## src/rtl/ram_pkg.sv

```systemverilog
// ============================================================================
// Module : ram_pkg
// Shared types, constants and address-width helper for sync_ram_be.
// Rev    : 1.0
// ============================================================================
`default_nettype none

package ram_pkg;

   typedef enum logic [0:0] {
      ST_IDLE  = 1'b0,
      ST_CLEAR = 1'b1
   } state_t;

   localparam int RDW_OLD = 0;
   localparam int RDW_NEW = 1;

   // Address width for a given depth, never narrower than one bit.
   function automatic int clog2(input int depth);
      int r;
      r = 0;
      for (int i = 0; i < 32; i++) begin
         if ((64'd1 << r) < 64'(depth)) r = r + 1;
      end
      return (r < 1) ? 1 : r;
   endfunction

endpackage

`default_nettype wire

```

## src/rtl/sync_ram_be_if.sv

```systemverilog
// ============================================================================
// Module : sync_ram_be_if
// Write/read/clear bus of the byte-enable RAM macro.
// Rev    : 1.0
// ============================================================================
`default_nettype none

interface sync_ram_be_if #(
   parameter int WIDTH = 32,
   parameter int AW    = 4
);
   logic               clr;
   logic               busy;
   logic               we;
   logic [AW-1:0]      waddr;
   logic [WIDTH-1:0]   din;
   logic [WIDTH/8-1:0] be;
   logic               re;
   logic [AW-1:0]      raddr;
   logic [WIDTH-1:0]   dout;
   logic               rvalid;

   modport master (
      output clr, we, waddr, din, be, re, raddr,
      input  busy, dout, rvalid
   );

   modport slave (
      input  clr, we, waddr, din, be, re, raddr,
      output busy, dout, rvalid
   );
endinterface

`default_nettype wire

```

## src/rtl/ram_clear_ctrl.sv

```systemverilog
// ============================================================================
// Module : ram_clear_ctrl
// IDLE/CLEAR sequencer: walks the array writing zeros and raises busy meanwhile.
// Rev    : 1.0
// ============================================================================
`default_nettype none

module ram_clear_ctrl
   import ram_pkg::*;
#(
   parameter int DEPTH         = 16,
   parameter int AW            = 4,
   parameter int INIT_ON_RESET = 1
) (
   input  wire logic          clk,
   input  wire logic          rst_n,
   input  wire logic          i_clr,
   output      logic          o_busy,
   output      logic          o_clr_we,
   output      logic [AW-1:0] o_clr_addr
);

   localparam logic [AW-1:0] c_LAST = AW'(DEPTH - 1);

   state_t        r_state;
   logic          r_busy;
   logic [AW-1:0] r_cnt;

   always_ff @(posedge clk or negedge rst_n) begin
      if (!rst_n) begin
         r_state <= (INIT_ON_RESET != 0) ? ST_CLEAR : ST_IDLE;
         r_busy  <= (INIT_ON_RESET != 0);
         r_cnt   <= '0;
      end else begin
         case (r_state)
            ST_IDLE: begin
               if (i_clr) begin
                  r_state <= ST_CLEAR;
                  r_busy  <= 1'b1;
                  r_cnt   <= '0;
               end
            end
            ST_CLEAR: begin
               // Further clr pulses are ignored; the sweep never restarts.
               if (r_cnt == c_LAST) begin
                  r_state <= ST_IDLE;
                  r_busy  <= 1'b0;
                  r_cnt   <= '0;
               end else begin
                  r_cnt <= r_cnt + 1'b1;
               end
            end
            default: begin
               r_state <= ST_IDLE;
               r_busy  <= 1'b0;
               r_cnt   <= '0;
            end
         endcase
      end
   end

   assign o_busy     = r_busy;
   assign o_clr_we   = r_busy;
   assign o_clr_addr = r_cnt;

endmodule

`default_nettype wire

```

## src/rtl/sync_ram_be.sv

```systemverilog
// ============================================================================
// Module : sync_ram_be
// Single-clock 1W/1R RAM with byte enables, read-during-write policy and clear engine.
// Rev    : 1.0
// ============================================================================
`default_nettype none

module sync_ram_be
   import ram_pkg::*;
#(
   parameter int WIDTH         = 32,
   parameter int DEPTH         = 16,
   parameter int READ_LATENCY  = 1,
   parameter int RDW_MODE      = 0,
   parameter int INIT_ON_RESET = 1
) (
   input wire logic     clk,
   input wire logic     rst_n,
   sync_ram_be_if.slave bus
);

   localparam int             AW      = clog2(DEPTH);
   localparam int             NB      = WIDTH / 8;
   localparam logic [AW:0]    c_DEPTH = (AW + 1)'(DEPTH);

   logic [WIDTH-1:0] mem [DEPTH];

   logic             w_busy;
   logic             w_clr_we;
   logic [AW-1:0]    w_clr_addr;
   logic             w_wr_ok;
   logic             w_rd_ok;
   logic             w_raddr_ok;
   logic [WIDTH-1:0] w_wold;
   logic [WIDTH-1:0] w_merge;
   logic [WIDTH-1:0] w_rdata;

   logic [WIDTH-1:0] r_d1;
   logic             r_v1;

   ram_clear_ctrl #(
      .DEPTH         (DEPTH),
      .AW            (AW),
      .INIT_ON_RESET (INIT_ON_RESET)
   ) u_clr (
      .clk        (clk),
      .rst_n      (rst_n),
      .i_clr      (bus.clr),
      .o_busy     (w_busy),
      .o_clr_we   (w_clr_we),
      .o_clr_addr (w_clr_addr)
   );

   assign bus.busy   = w_busy;
   assign w_wr_ok    = !w_busy && bus.we && ({1'b0, bus.waddr} < c_DEPTH);
   assign w_rd_ok    = !w_busy && bus.re;
   assign w_raddr_ok = ({1'b0, bus.raddr} < c_DEPTH);
   assign w_wold     = mem[bus.waddr];

   always_comb begin
      w_merge = w_wold;
      for (int k = 0; k < NB; k++) begin
         if (bus.be[k]) w_merge[8*k +: 8] = bus.din[8*k +: 8];
      end
   end

   // Write-first forwarding only matters when both ports hit the same word.
   always_comb begin
      w_rdata = '0;
      if (w_raddr_ok) begin
         if (RDW_MODE == RDW_NEW && w_wr_ok && bus.waddr == bus.raddr)
            w_rdata = w_merge;
         else
            w_rdata = mem[bus.raddr];
      end
   end

   // No reset on the array so it can map onto block RAM.
   always_ff @(posedge clk) begin
      if (w_clr_we) begin
         mem[w_clr_addr] <= '0;
      end else if (w_wr_ok) begin
         for (int k = 0; k < NB; k++) begin
            if (bus.be[k]) mem[bus.waddr][8*k +: 8] <= bus.din[8*k +: 8];
         end
      end
   end

   always_ff @(posedge clk or negedge rst_n) begin
      if (!rst_n) begin
         r_d1 <= '0;
         r_v1 <= 1'b0;
      end else begin
         r_v1 <= w_rd_ok;
         if (w_rd_ok) r_d1 <= w_rdata;
      end
   end

   generate
      if (READ_LATENCY == 2) begin : g_lat2
         logic [WIDTH-1:0] r_d2;
         logic             r_v2;

         // Not gated by busy, so reads in flight complete across a clr.
         always_ff @(posedge clk or negedge rst_n) begin
            if (!rst_n) begin
               r_d2 <= '0;
               r_v2 <= 1'b0;
            end else begin
               r_v2 <= r_v1;
               if (r_v1) r_d2 <= r_d1;
            end
         end

         assign bus.dout   = r_d2;
         assign bus.rvalid = r_v2;
      end else begin : g_lat1
         assign bus.dout   = r_d1;
         assign bus.rvalid = r_v1;
      end
   endgenerate

endmodule

`default_nettype wire
```

## src/flat_wrapper.sv

```systemverilog
// flat-port wrapper written by rule: the top's interface ports become plain ports
module sync_ram_be_flat import ram_pkg::*;
#(
   parameter int WIDTH         = 32,
   parameter int DEPTH         = 16,
   parameter int READ_LATENCY  = 1,
   parameter int RDW_MODE      = 0,
   parameter int INIT_ON_RESET = 1
)
  (clk, rst_n, bus_clr, bus_we, bus_waddr, bus_din, bus_be, bus_re, bus_raddr, bus_busy, bus_dout, bus_rvalid);
  sync_ram_be_if #(.WIDTH(WIDTH)) bus_i ();
  input wire logic clk;
  input wire logic rst_n;
  input wire logic [$bits(bus_i.clr)-1:0] bus_clr;
  input wire logic [$bits(bus_i.we)-1:0] bus_we;
  input wire logic [$bits(bus_i.waddr)-1:0] bus_waddr;
  input wire logic [$bits(bus_i.din)-1:0] bus_din;
  input wire logic [$bits(bus_i.be)-1:0] bus_be;
  input wire logic [$bits(bus_i.re)-1:0] bus_re;
  input wire logic [$bits(bus_i.raddr)-1:0] bus_raddr;
  output wire logic [$bits(bus_i.busy)-1:0] bus_busy;
  output wire logic [$bits(bus_i.dout)-1:0] bus_dout;
  output wire logic [$bits(bus_i.rvalid)-1:0] bus_rvalid;
  assign bus_i.clr = bus_clr;
  assign bus_i.we = bus_we;
  assign bus_i.waddr = bus_waddr;
  assign bus_i.din = bus_din;
  assign bus_i.be = bus_be;
  assign bus_i.re = bus_re;
  assign bus_i.raddr = bus_raddr;
  assign bus_busy = bus_i.busy;
  assign bus_dout = bus_i.dout;
  assign bus_rvalid = bus_i.rvalid;
  sync_ram_be #(.WIDTH(WIDTH), .DEPTH(DEPTH), .READ_LATENCY(READ_LATENCY), .RDW_MODE(RDW_MODE), .INIT_ON_RESET(INIT_ON_RESET)) u_core (.clk(clk), .rst_n(rst_n), .bus(bus_i));
endmodule
```

## config.mk

```make
export PLATFORM = sky130hd
export DESIGN_NAME = sync_ram_be_flat
export DESIGN_NICKNAME = d
export VERILOG_FILES = /design/src/rtl/ram_pkg.sv /design/src/rtl/sync_ram_be_if.sv /design/src/rtl/ram_clear_ctrl.sv /design/src/rtl/sync_ram_be.sv /design/src/flat_wrapper.sv
export SDC_FILE = /design/constraint.sdc
export NUM_CORES = 1
export LEC_CHECK = 0
export ABC_AREA = 1
export CAP_MARGIN = 25
export CORE_UTILIZATION = 50
export DETAILED_ROUTE_END_ITERATION = 8
export PLACE_DENSITY = 0.65
export SETUP_SLACK_MARGIN = 0.4
export SKIP_CTS_REPAIR_TIMING = 1
export SLEW_MARGIN = 10
export SYNTH_ARGS = -nofsm -noshare
export SYNTH_HDL_FRONTEND = slang
export SYNTH_HIERARCHICAL = 1
export SYNTH_SLANG_ARGS = --single-unit
```

## constraint.sdc

```tcl
create_clock -name clk -period 2.9 [get_ports clk]
set_input_delay 0.58 -clock clk [delete_from_list [all_inputs] [get_ports clk]]
set_output_delay 0.58 -clock clk [all_outputs]
set_load 0.01 [all_outputs]
```

==> results.yml <==
detailed_routing:
  wire_per_inst_um: 20.7
  drc: 0
  drt.antenna.violating_nets: 0
  wl_mm: 58.7
  dr.first_iter.drc_count: 1959
  via_per_inst: 5.46
  num_vias: 15510
  wl_met2_mm: 27.1
  drt-met1-wl_mm: 25.0
  top_layer_used: "met4"
  drt-pass1-iter-count: 5
  met3_length_mm: 4.88
critical_path:
  crit_fanout: 9
  worstPathBufferInverterCount: 2
  reg2reg_from: "u_core/u_clr/o_busy"
  cp.depth: 11
  crit_family: "simple AND/OR/NAND/NOR gates"
  cp_slowest_cell: "dfstp_2"
  startpoint: "u_core/u_clr/o_busy"
  path_cells: "inv_2 > nand2_2 > nor2_4 > nand2_4 > nand2_4 > nand2_1 > nand2_2 > nor2_4 > nand2_2 > nor2_1 > buf_4"
  cpPeakStageDelay_ns: 0.63
  crit_end: "u_core/mem[3][24]"
  required_ns: 3.21
  r2r_end: "u_core/mem[3][24]"
  crit_top_cell: "nand2_2"
  cp-end-kind: "flop"
  r2r_cells: 11
  arrival_ns: 2.71
  crit_path_start_kind: "flop"
  crit_type: "flop to flop"
  r2r_slack_ns: 0.50
clock_network:
  h-tree-depth: 2
  cts_buffers: 53
  cts_sinks: 551
  cts_buffer_depth: 3
  cts_root_buffer: "clkbuf_16"
  cts_tree: "yes"
  cts.clk_slew.worst_paths_ns: 0.06
  worstSkewPairLatency_ns: 0.61
synth:
  synth_top_family_by_area: "simple AND/OR/NAND/NOR gates"
  yosysTopAreaCellShare: 0.668
  synth_cells: 2054
  yosys.area_share.adder: 0.000544
  synth_top_cell_by_area: "edfxtp_1"
  yosys-mux-area-fraction: 0
  synthSimpleGateAreaFrac: 0.245
  yosysSeqAreaShare: 0.711
  syn_avg_cell_area_um2: 11.2
  ys_types: 24
  yosysWarnings: 6
  ys_ff_latch: 551
  synth_compound_area_frac: 0.00169
  netlist_area_um2: 23000
  synth.net_count: 2104
  synth_area_leaders: "edfxtp_1 67%, nand2_1 13%, nand3_1 8.5%"
  synth_xor_area_frac: 0
status:
  status: "finished clean"
timing:
  clock_skew_ns: 0.0179
  slew_headroom: 0.504
  holdWs_ns: 0.0894
  fmax_mhz: 417
  worstMarginPinSlew_ns: 0.744
  fin_crit_ns: 2.40
  fin_tns_setup_ns: 0
  rsz0062_at_grt: "yes"
  drv_slew: 0
  hold_viol: 0
  finalCritPeriodShare: 0.826
  setup_viol: 0
die:
  die_h_um: 217
  row_count: 78
  start_util: 0.507
  core_um2: 45400
  num_io_pins: 83
  die_x_um: 217
  fp.dieArea_um2: 46900
placed_design:
  routabilityCongestion: 0.902
  portBuffers: 82
  hpwl_mm: 35.9
pwr:
  switching_power_mw: 6.12
  seq_power_share: 0.491
  intPower_mw: 15.8
  power_density_nw_per_um2: 816
  power_frac_comb: 0.192
  ir_worst_vdd_mv: 0.437
  switching_share: 0.279
  power.share.clock: 0.317
  leakage_nw: 10.7
flow_run:
  cap_violations: 0
grt:
  grt_pass1_wl_mm: 89.1
  antenna_found_initial: 0
  grt_max_degree: 129
  grtUsageTotal: 0.256
  grt_pass1_vias: 14990
  grt-ovfl-total: 0
layout:
  nNetsFinal: 2247
  synthToLayoutAreaGrowth_pct: 17.0
  layout_common_cells: "787 x nand2_1, 512 x edfxtp_1, 393 x nand3_1, 97 x nor2_1, 93 x buf_4"
  fillers: 3699
  diodes: 0
  final_common_cell: "nand2_1"
  drive_above_1_share: 0.116
worst_hold_path:
  hp-class: "input port to asynchronous set/reset pin"
==> area by class of cell <==
class | count | area [um^2] | share of cell area
inverter | 56 | 218 | 0.00809
sequential | 551 | 16400 | 0.607
clock inverter | 32 | 360 | 0.0134
timing repair buffer | 207 | 2160 | 0.0801
tap | 600 | 751 | 0.0279
multi-input combinational | 1328 | 5690 | 0.211
clock buffer | 67 | 1400 | 0.0520
==> synth_stat cells (all sizes together) <==
library cell / instances
clkbuf: 21
ha: 1
nand3: 394
edfxtp: 512
buf: 98
dfstp: 2
dfrtp: 37
a22o: 1
nor2: 106
inv: 56
nand4: 2
nand2: 816
nand3b: 2
o21ai: 6
==> stage by stage <==
stage	setup slack (ns)	cell area (um^2)	std cells	power (mW)	utilization
5_1_grt	0.376	26900	2841	22.8	0.593
6_report	0.504	26900	2841	22.0	0.593
3_5_place_dp	0.0296	25200	2742	15.1	0.554
4_1_cts	0.482	26900	2841	22.0	0.593
2_1_floorplan	0.800	23000	2054	13.1	-
3_3_place_gp	0.0809	25200	2742	15.0	0.554
==> cell families (layout without fill, tap and decap cells) <==
| family | after synthesis | count (layout) |
|---|---|---|
| and+or+nand+nor | 1320 | 1320 |
| DFF | 551 | 551 |
| buffers and inverters | 175 | 362 |
| AOI/OAI and AO/OA | 7 | 7 |
| adders and majority gates | 1 | 1 |
==> metal layers <==
layer  vias up  global-route usage
li1       7275                   -
met5         -                   0
met3       103              0.0448
met1      7407               0.361
met2       725               0.406
met4         0              0.0850
==> worst reg2reg max path, stage by stage (launching register included) <==
cell	delay, ns
dfstp_2	0.63
inv_2	0.09
nand2_2	0.15
nor2_4	0.05
nand2_4	0.11
nand2_4	0.10
nand2_1	0.08
nand2_2	0.10
nor2_4	0.21
nand2_2	0.24
nor2_1	0.15
buf_4	0.19
==> flip-flops by register name, summed over array words and instances (netlist names) <==
register and count:
u_core/bus.rvalid 1, u_core/bus.dout 32, u_core/u_clr/o_clr_addr 4, u_core/mem 512
u_core/u_clr/r_state 1, u_core/u_clr/o_busy 1
==> worst min-delay path by stage <==
stage                                endpoint
after CTS                  u_core/bus.dout[0]
after global placement    u_core/bus.dout[11]
after detailed placement   u_core/bus.dout[1]
after floorplan            u_core/bus.dout[0]
final                      u_core/bus.dout[0]
after global routing       u_core/bus.dout[0]
==> power by group through the flow <==
stage	logic (mW)	clock network, mW	registers (mW)
6_report	4.22	6.96	10.8
5_1_grt	4.60	7.35	10.9
4_1_cts	4.20	7.04	10.8
3_5_place_dp	4.19	0	10.9
3_3_place_gp	4.10	0	10.9
2_1_floorplan	2.24	0	10.9
(Power assumes the default switching activity.)
